[src/rtl/uart_rx_fifo_ctrl_if.sv]
// Host/deserializer-facing signal bundle for the UART receive FIFO controller.
// slave = the controller; master = whoever drives characters and host reads.
interface uart_rx_fifo_ctrl_if #(parameter int AW = 4);
  logic        baud_tick;
  logic [7:0]  rx_data;
  logic        rx_valid;
  logic        rx_frame_err;
  logic        rx_parity_err;
  logic [7:0]  lcr;
  logic        fifo_en;
  logic        fifo_clr;
  logic [1:0]  fifo_trig;
  logic        rd_en;
  logic        lsr_rd;
  logic [7:0]  rd_data;
  logic        dr;
  logic        oe;
  logic        pe;
  logic        fe;
  logic        fifo_err;
  logic [AW:0] count;
  logic        irq_rda;
  logic        irq_cti;
  logic        irq_rls;

  modport slave (
    input  baud_tick, rx_data, rx_valid, rx_frame_err, rx_parity_err, lcr,
           fifo_en, fifo_clr, fifo_trig, rd_en, lsr_rd,
    output rd_data, dr, oe, pe, fe, fifo_err, count, irq_rda, irq_cti, irq_rls
  );

  modport master (
    output baud_tick, rx_data, rx_valid, rx_frame_err, rx_parity_err, lcr,
           fifo_en, fifo_clr, fifo_trig, rd_en, lsr_rd,
    input  rd_data, dr, oe, pe, fe, fifo_err, count, irq_rda, irq_cti, irq_rls
  );
endinterface

[src/rtl/uart_rx_fifo_ctrl.sv]
// 16550-style receive FIFO with per-entry PE/FE flags, sticky overrun,
// trigger-level / char-timeout / line-status interrupt sources; 16- or 1-deep.
module uart_rx_fifo_ctrl #(
  parameter int DEPTH = 16,
  parameter int AW    = 4
) (
  input logic                clk,
  input logic                rst,
  uart_rx_fifo_ctrl_if.slave bus
);
  localparam logic [AW:0] CAP_FIFO = (AW+1)'(DEPTH);

  typedef logic [9:0] entry_t;  // {pe, fe, data}

  entry_t [DEPTH-1:0] mem_q, mem_d;
  logic [AW-1:0] wr_ptr_q, wr_ptr_d, rd_ptr_q, rd_ptr_d;
  logic [AW:0]   count_q, count_d, err_cnt_q, err_cnt_d;
  logic [7:0]    tmo_q, tmo_d;
  logic          pe_pend_q, pe_pend_d, fe_pend_q, fe_pend_d;
  logic          oe_q, oe_d, cti_q, cti_d, fifo_en_q, fifo_en_d;

  entry_t      head, new_e;
  logic        has_data, full, flush, do_pop, do_push, wr_ok, overrun, ovwr;
  logic        new_err, head_err, tmo_inc;
  logic [AW:0] cap, trig;
  logic [7:0]  frame_bits, limit;

  always_comb begin
    head     = mem_q[rd_ptr_q];
    has_data = (count_q != '0);
    cap      = bus.fifo_en ? CAP_FIFO : (AW+1)'(1);
    full     = (count_q >= cap);
    flush    = bus.fifo_clr | (bus.fifo_en != fifo_en_q);
    do_pop   = bus.rd_en & has_data & ~flush;
    wr_ok    = bus.rx_valid & ~flush;
    do_push  = wr_ok & (~full | do_pop);
    overrun  = wr_ok & full & ~do_pop;
    // 1-deep holding register replaces its only entry instead of dropping
    ovwr     = overrun & ~bus.fifo_en;
    new_e    = {pe_pend_q | bus.rx_parity_err, fe_pend_q | bus.rx_frame_err, bus.rx_data};
    new_err  = |new_e[9:8];
    head_err = |head[9:8];

    frame_bits = 8'd7 + 8'(bus.lcr[1:0]) + 8'(bus.lcr[3]) + 8'(bus.lcr[2]);
    limit      = {frame_bits[5:0], 2'b00};
    tmo_inc    = bus.fifo_en & bus.baud_tick & ~cti_q & has_data;

    case (bus.fifo_trig)
      2'b00:   trig = (AW+1)'(1);
      2'b01:   trig = (AW+1)'(4);
      2'b10:   trig = (AW+1)'(8);
      default: trig = (AW+1)'(14);
    endcase

    mem_d     = mem_q;
    wr_ptr_d  = wr_ptr_q;
    rd_ptr_d  = rd_ptr_q;
    count_d   = count_q;
    err_cnt_d = err_cnt_q;
    pe_pend_d = pe_pend_q | bus.rx_parity_err;
    fe_pend_d = fe_pend_q | bus.rx_frame_err;
    fifo_en_d = bus.fifo_en;
    oe_d      = overrun ? 1'b1 : (bus.lsr_rd ? 1'b0 : oe_q);

    if (flush) begin
      wr_ptr_d  = '0;
      rd_ptr_d  = '0;
      count_d   = '0;
      err_cnt_d = '0;
      pe_pend_d = 1'b0;
      fe_pend_d = 1'b0;
    end else begin
      if (do_push || ovwr) begin
        pe_pend_d = 1'b0;
        fe_pend_d = 1'b0;
      end
      if (do_push) begin
        mem_d[wr_ptr_q] = new_e;
        wr_ptr_d        = wr_ptr_q + 1'b1;
      end
      if (ovwr) mem_d[rd_ptr_q] = new_e;
      if (do_pop) rd_ptr_d = rd_ptr_q + 1'b1;
      count_d   = count_q + (AW+1)'(do_push) - (AW+1)'(do_pop);
      // an overwrite retires the old head's flags and adds the new entry's
      err_cnt_d = err_cnt_q + (AW+1)'((do_push | ovwr) & new_err)
                            - (AW+1)'((do_pop | ovwr) & head_err);
    end

    tmo_d = tmo_q;
    if (flush || do_push || do_pop || ovwr || !has_data) tmo_d = '0;
    else if (tmo_inc) tmo_d = tmo_q + 8'd1;

    cti_d = cti_q;
    if (flush || !bus.fifo_en || bus.rd_en || bus.rx_valid) cti_d = 1'b0;
    else if (tmo_inc && (tmo_q + 8'd1) >= limit) cti_d = 1'b1;
  end

  always_ff @(posedge clk or posedge rst) begin
    if (rst) begin
      mem_q     <= '0;
      wr_ptr_q  <= '0;
      rd_ptr_q  <= '0;
      count_q   <= '0;
      err_cnt_q <= '0;
      tmo_q     <= '0;
      pe_pend_q <= 1'b0;
      fe_pend_q <= 1'b0;
      oe_q      <= 1'b0;
      cti_q     <= 1'b0;
      fifo_en_q <= 1'b0;
    end else begin
      mem_q     <= mem_d;
      wr_ptr_q  <= wr_ptr_d;
      rd_ptr_q  <= rd_ptr_d;
      count_q   <= count_d;
      err_cnt_q <= err_cnt_d;
      tmo_q     <= tmo_d;
      pe_pend_q <= pe_pend_d;
      fe_pend_q <= fe_pend_d;
      oe_q      <= oe_d;
      cti_q     <= cti_d;
      fifo_en_q <= fifo_en_d;
    end
  end

  assign bus.rd_data  = has_data ? head[7:0] : 8'h00;
  assign bus.dr       = has_data;
  assign bus.pe       = has_data & head[9];
  assign bus.fe       = has_data & head[8];
  assign bus.fifo_err = (err_cnt_q != '0);
  assign bus.count    = count_q;
  assign bus.oe       = oe_q;
  assign bus.irq_rda  = bus.fifo_en ? (count_q >= trig) : has_data;
  assign bus.irq_cti  = cti_q;
  assign bus.irq_rls  = oe_q | (has_data & (head[9] | head[8]));
endmodule

[src/flat_wrapper.sv]
// flat-port wrapper written by rule: the top's interface ports become plain ports
module uart_rx_fifo_ctrl_flat 
#(
  parameter int DEPTH = 16,
  parameter int AW    = 4
)
  (clk, rst, bus_baud_tick, bus_rx_data, bus_rx_valid, bus_rx_frame_err, bus_rx_parity_err, bus_lcr, bus_fifo_en, bus_fifo_clr, bus_fifo_trig, bus_rd_en, bus_lsr_rd, bus_rd_data, bus_dr, bus_oe, bus_pe, bus_fe, bus_fifo_err, bus_count, bus_irq_rda, bus_irq_cti, bus_irq_rls);
  uart_rx_fifo_ctrl_if #(.AW(AW)) bus_i ();
  input logic clk;
  input logic rst;
  input wire logic [$bits(bus_i.baud_tick)-1:0] bus_baud_tick;
  input wire logic [$bits(bus_i.rx_data)-1:0] bus_rx_data;
  input wire logic [$bits(bus_i.rx_valid)-1:0] bus_rx_valid;
  input wire logic [$bits(bus_i.rx_frame_err)-1:0] bus_rx_frame_err;
  input wire logic [$bits(bus_i.rx_parity_err)-1:0] bus_rx_parity_err;
  input wire logic [$bits(bus_i.lcr)-1:0] bus_lcr;
  input wire logic [$bits(bus_i.fifo_en)-1:0] bus_fifo_en;
  input wire logic [$bits(bus_i.fifo_clr)-1:0] bus_fifo_clr;
  input wire logic [$bits(bus_i.fifo_trig)-1:0] bus_fifo_trig;
  input wire logic [$bits(bus_i.rd_en)-1:0] bus_rd_en;
  input wire logic [$bits(bus_i.lsr_rd)-1:0] bus_lsr_rd;
  output wire logic [$bits(bus_i.rd_data)-1:0] bus_rd_data;
  output wire logic [$bits(bus_i.dr)-1:0] bus_dr;
  output wire logic [$bits(bus_i.oe)-1:0] bus_oe;
  output wire logic [$bits(bus_i.pe)-1:0] bus_pe;
  output wire logic [$bits(bus_i.fe)-1:0] bus_fe;
  output wire logic [$bits(bus_i.fifo_err)-1:0] bus_fifo_err;
  output wire logic [$bits(bus_i.count)-1:0] bus_count;
  output wire logic [$bits(bus_i.irq_rda)-1:0] bus_irq_rda;
  output wire logic [$bits(bus_i.irq_cti)-1:0] bus_irq_cti;
  output wire logic [$bits(bus_i.irq_rls)-1:0] bus_irq_rls;
  assign bus_i.baud_tick = bus_baud_tick;
  assign bus_i.rx_data = bus_rx_data;
  assign bus_i.rx_valid = bus_rx_valid;
  assign bus_i.rx_frame_err = bus_rx_frame_err;
  assign bus_i.rx_parity_err = bus_rx_parity_err;
  assign bus_i.lcr = bus_lcr;
  assign bus_i.fifo_en = bus_fifo_en;
  assign bus_i.fifo_clr = bus_fifo_clr;
  assign bus_i.fifo_trig = bus_fifo_trig;
  assign bus_i.rd_en = bus_rd_en;
  assign bus_i.lsr_rd = bus_lsr_rd;
  assign bus_rd_data = bus_i.rd_data;
  assign bus_dr = bus_i.dr;
  assign bus_oe = bus_i.oe;
  assign bus_pe = bus_i.pe;
  assign bus_fe = bus_i.fe;
  assign bus_fifo_err = bus_i.fifo_err;
  assign bus_count = bus_i.count;
  assign bus_irq_rda = bus_i.irq_rda;
  assign bus_irq_cti = bus_i.irq_cti;
  assign bus_irq_rls = bus_i.irq_rls;
  uart_rx_fifo_ctrl #(.DEPTH(DEPTH), .AW(AW)) u_core (.clk(clk), .rst(rst), .bus(bus_i));
endmodule
[config.mk]
export PLATFORM = sky130hd
export DESIGN_NAME = uart_rx_fifo_ctrl_flat
export DESIGN_NICKNAME = d
export VERILOG_FILES = /design/src/rtl/uart_rx_fifo_ctrl_if.sv /design/src/rtl/uart_rx_fifo_ctrl.sv /design/src/flat_wrapper.sv
export SDC_FILE = /design/constraint.sdc
export NUM_CORES = 1
export LEC_CHECK = 0
export CORE_UTILIZATION = 55
export DETAILED_ROUTE_END_ITERATION = 7
export PLACE_DENSITY = 0.84
export SLEW_MARGIN = 20
export SYNTH_ARGS = -nofsm -noshare
export SYNTH_HDL_FRONTEND = slang
export SYNTH_SLANG_ARGS = --single-unit
[constraint.sdc]
create_clock -name clk -period 8.1 [get_ports clk]
set_clock_uncertainty 0.15 [all_clocks]
set_input_delay 2.025 -clock clk [delete_from_list [all_inputs] [get_ports clk]]
set_output_delay 2.025 -clock clk [all_outputs]
set_load 0.1 [all_outputs]
==> Word level (Yosys, flattened, before mapping) <==
Cells that the tools add are included.
{ "totals": {"regBits": 191, "inputBits": 28, "out_inout_bits": 21, "elab_cells": 128} }
{ "op_classes": {"add_sub_neg": 10, "order_cmp": 7, "n_eq_ne": 3, "muxes": 31, "n_bitwise": 28, "reduce_logical": 23} }
{ "ops": {"columns": ["cell", "count"], "rows": [
  ["two-way mux 160 bit", 3],
  ["bitwise mux 160 bit", 2],
  ["demux 10 bit (select 4 bit)", 2],
  ["binary-select mux 10 bit (select 4 bit)", 1],
  ["two-way mux 10 bit", 3],
  ["two-way mux 8 bit", 3],
  ["two-way mux 4 bit", 4],
  ["two-way mux 5 bit", 3],
  ["bitwise AND 1 bit", 13],
  ["adder 6 x 1 -> 6 bit", 2],
  ["one-hot mux 4 bit (3 select lines)", 1],
  ["bitwise AND 5 x 1 -> 5 bit", 2],
  ["less-than comparator 4 x 5 -> 1 bit, second input constant", 2],
  ["nonzero test 2 bit", 5],
  ["nonzero test 5 bit", 2],
  ["two-way mux 1 bit", 9],
  ["adder 4 x 1 -> 4 bit, second input constant", 2],
  ["adder 8 x 1 -> 8 bit, second input constant", 1],
  [">= comparator 4 x 1 -> 1 bit, second input constant", 2],
  [">= comparator 8 bit", 1],
  ["logical OR 1 bit", 8],
  ["OR 1 bit", 8],
  ["adder 5 x 1 -> 5 bit", 1],
  ["adder 5 bit", 1],
  ["other kinds (13)", 21]
]} }

==> Depth between registers and ports, before layout <==
{ "logic_depth": {"ltp_word": 12, "mapped_depth": 19, "ltp_nobuf": 17} }

==> Least setup slack after synthesis <==
OpenSTA, ideal clock, no wires.
{ "synth_path": {"path_kind": "input to output", "start": "input bus_fifo_trig[0]", "end": "output bus_irq_rda", "t_arrival_ps": 4274, "required_ps": 5925, "setup_slack_ps": 1651, "path_stages": 7, "n_path_buf": 0, "path_cell_list": "nor2_1 > ha_1 > nand2b_1 > a21oi_1 > nor2b_1 > o21ai_0 > a31oi_1"} }
{ "synth_via": {"elab_chain_cells": 4, "elab_cells_between_ends": 6, "cone_classes": "order compare: 1; eq/ne: 2; mux: 2; reduce/logical: 1"} }
{ "synth_rtl": {"columns": ["item", "line", "text"], "rows": [
  ["start: declaration", "flat_wrapper.sv:19", "input wire logic [$bits(bus_i.fifo_trig)-1:0] bus_fifo_trig;"],
  ["equality test 2 bit (tied with other cells)", "uart_rx_fifo_ctrl.sv:48", "case (bus.fifo_trig)"],
  ["one-hot mux 4 bit (3 select lines) (*)", "uart_rx_fifo_ctrl.sv:48", null],
  [">= comparator 5 x 4 -> 1 bit (*)", "uart_rx_fifo_ctrl.sv:133", "assign bus.irq_rda = bus.fifo_en ? (count_q >= trig) : has_data;"],
  ["two-way mux 1 bit (*)", "uart_rx_fifo_ctrl.sv:133", null],
  ["end: declaration", "flat_wrapper.sv:29", "output wire logic [$bits(bus_i.irq_rda)-1:0] bus_irq_rda;"]
]} }
Every way passes the cells marked *; elsewhere a longest branch is shown, timed or not.

==> Worst setup path in the final report <==
{ "layout_path": {"start": "input bus_fifo_trig[1]", "end": "output bus_irq_rda"} }
Same word-level chain as after synthesis.

==> results.toml <==
[synth]
synthTopCellsByArea = "dfrtp_1 48%, mux2_2 17%, mux4_2 11%"
yosysTopAreaCell = "dfrtp_1"
syn_avg_cell_area_sq_um = 14.0
synth_edf_count = 0
ys_types = 51
ys_seq_area_share_pct = 47.7
syn_area_sq_um = 10000
syn_inst = 713
synth_ff_type = "dfrtp_1"
syn_nets = 780
synth_common_cells = "191 x dfrtp_1, 148 x mux2_2, 48 x mux4_2"
synth.most_common_cell = "dfrtp_1"
yosys_warnings = 0
async_flop_share_pct = 100
yosys_register_bits = 191
synth_top_area_share_pct = 47.7

[hold_path]
holdPathStages = 1
hold_class = "reg2reg"
hold_end = "u_core.mem_q[67]"
hold_start = "u_core.mem_q[67]"

[critical_path]
crit_path_end_kind = "output port"
cp_max_fo = 3
cp-startpoint = "bus_fifo_trig[1]"
r2r-start = "u_core.rd_ptr_q[1]"
cp-start-kind = "primary input"
arrival_ps = 4520
ff2ff_path_depth = 16
worstPathRequired_ps = 5930
worstSetupPathType = "in2out"
r2r_setup_slack_ps = 3850
reg2reg_to = "u_core.err_cnt_q[4]"

[timing]
tightest_slew_ps = 995
layout_setup_ws_ps = 1410
hold_viol_final = 0
rsz0062_at_grt = "false"
fin_crit_ps = 6690
finalSetupViolCount = 0
max_freq_ghz = 0.149
slew_headroom_pct = 33.5
min_period_over_period_pct = 82.6
worst_hold_slack_ps = 350
finalMaxSlewViolations = 0
tns_ps = 0

[detailed_routing]
drc_errors = 0
drt_iter0_drc = 488
post_drt_via_cell_ratio = 6.27
first_pass_iters = 5
via_count = 6149
routed_wl_um = 22400
wire_per_inst_um = 22.9
drtAntennaViolNets = 0

[clock_tree]
insertion_delay_ps = 440
h-tree-depth = 4
postCtsHoldBufs = 0
clk_pin_slew_worst_paths_ps = 70
root_buffer = "clkbuf_16"
clock_path_buffers = 2
cts_buffers = 17
cts_resized = 0
tritoncts = "built"
cts_setup_buffers = 0
clock-sinks = 191

[floorplanning]
core_area_sq_um = 17500
fp-row-count = 48
die-height_um = 137
initial_core_util_pct = 57.1
dieArea_sq_um = 18800
io_pins = 49
chipWidth_um = 137

[power]
powerDensity_nw_per_um2 = 190
peakVddDrop_uv = 155
power_frac_clock_pct = 38.5
switching_share_pct = 27.0
p_sw_w = 0.000575
seq_power_share_pct = 47.8
p_comb_share_pct = 13.6
intPower_w = 0.00155
leakage_nw = 5.23

[global_route]
met1_usage_pct = 33.2
grt_antenna_before_repair = 0
grt-busiest-layer = "met2"
grt_pass1_wl_um = 35900
grt_util_met2_pct = 44.0
grtUsageTotal_pct = 26.0
gr-total-overflow = 0
grt_max_degree = 105
grt_use_met3_pct = 5.15
grt_pass1_vias = 6547

[finish]
multi_input_area_sq_um = 4940
drive_above_1_share_pct = 35.6
n_antenna_cell = 0
area_delta_synth_final_pct = 11.8
fill_cells = 1211
regArea_sq_um = 4780
nets = 810

[place]
place.port_buffers = 44
hpwl_um = 14100
gp_congestion = 0.857
dp_slack_ps = 1410

[job]
maxCapViolations = 0

[status]
status = "finished, final reports clean"
==> state kept, by name (all words and copies together), names as in the netlist <==
name                cells
u_core.mem_q          160
u_core.tmo_q            8
u_core.bus.count        5
u_core.err_cnt_q        5
u_core.rd_ptr_q         4
u_core.wr_ptr_q         4
u_core.bus.irq_cti      1
u_core.bus.oe           1
u_core.fe_pend_q        1
u_core.fifo_en_q        1
u_core.pe_pend_q        1
==> power by group through the flow <==
stage	clock network, W	logic [W]	registers, W
6_report	0.000820	0.000290	0.00102
5_1_grt	0.000866	0.000310	0.00102
4_1_cts	0.000828	0.000290	0.00102
3_5_place_dp	0	0.000287	0.00103
3_3_place_gp	0	0.000275	0.00103
2_1_floorplan	0	0.000216	0.00103
==> per-stage QoR <==
step / std cells / instance area, sq um / util (%) / power [W]
global route: 980 / 11200 / 63.8 / 0.00220
finish: 980 / 11200 / 63.8 / 0.00213
global placement: 949 / 10600 / 60.5 / 0.00130
floorplan: 713 / 10000 / - / 0.00125
detailed placement: 949 / 10600 / 60.5 / 0.00132
CTS: 980 / 11200 / 63.8 / 0.00213
==> area by class of cell <==
| type | instances | share of cell area [%] |
|---|---|---|
| multi-input cells | 447 | 44.1 |
| flip-flops and latches | 191 | 42.7 |
| repair buffers | 47 | 4.17 |
| clock buffers | 20 | 3.99 |
| well taps | 225 | 2.51 |
| inverters | 39 | 1.35 |
| clock inverters | 11 | 1.13 |
==> metal layers <==
metal	up-vias	part of all wire [%]	routed length [um]
met5	-	0	0
met4	0	2.5	562
met3	51	4.6	1040
met2	187	52	11700
met1	3254	41	9140
li1	2657	-	-
==> worst max-delay path by stage <==
| stage | to | slack [ps] | cells past startpoint |
|---|---|---|---|
| 2_1_floorplan | u_core.bus.count[0] | 730 | 1 |
| 5_1_grt | bus_irq_rda | 1300 | 9 |
| 6_report | bus_irq_rda | 1410 | 9 |
| 3_3_place_gp | bus_irq_rda | 1450 | 9 |
| 4_1_cts | bus_irq_rda | 1420 | 9 |
| 3_5_place_dp | bus_irq_rda | 1410 | 9 |
==> worst max-delay path, cell delays in order <==
cell and delay, ps:
clkdlybuf4s50_1 510, nor2_1 60, ha_1 260, nand2b_1 90
a21oi_1 60, nor2b_1 90, o21ai_0 80, a31oi_1 190
clkdlybuf4s50_1 1160
==> logic make-up (layout without fill, tap and decap cells) <==
group	after synthesis	count (layout)	synth area share (%)
and+or+nand+nor	121	121	7.02
AOI/OAI and AO/OA	55	55	5.82
xor gates and xnor gates	23	23	2.01
muxes	209	209	29.3
DFF	191	191	47.7
buffers and inverters	75	117	3.07
adders and majority gates	39	39	5.10
==> placed cells by master (no fill, tap or decap), types with 17 or more instances in the layout <==
cell	count
inv_1	38
dfrtp_1	189
nor2_1	34
and2_1	17
clkdlybuf4s50_1	44
mux4_2	48
mux2_2	148
a21oi_1	19
ha_1	36
clkbuf_16	17
No activity file was read; power rests on OpenSTA's default activity.
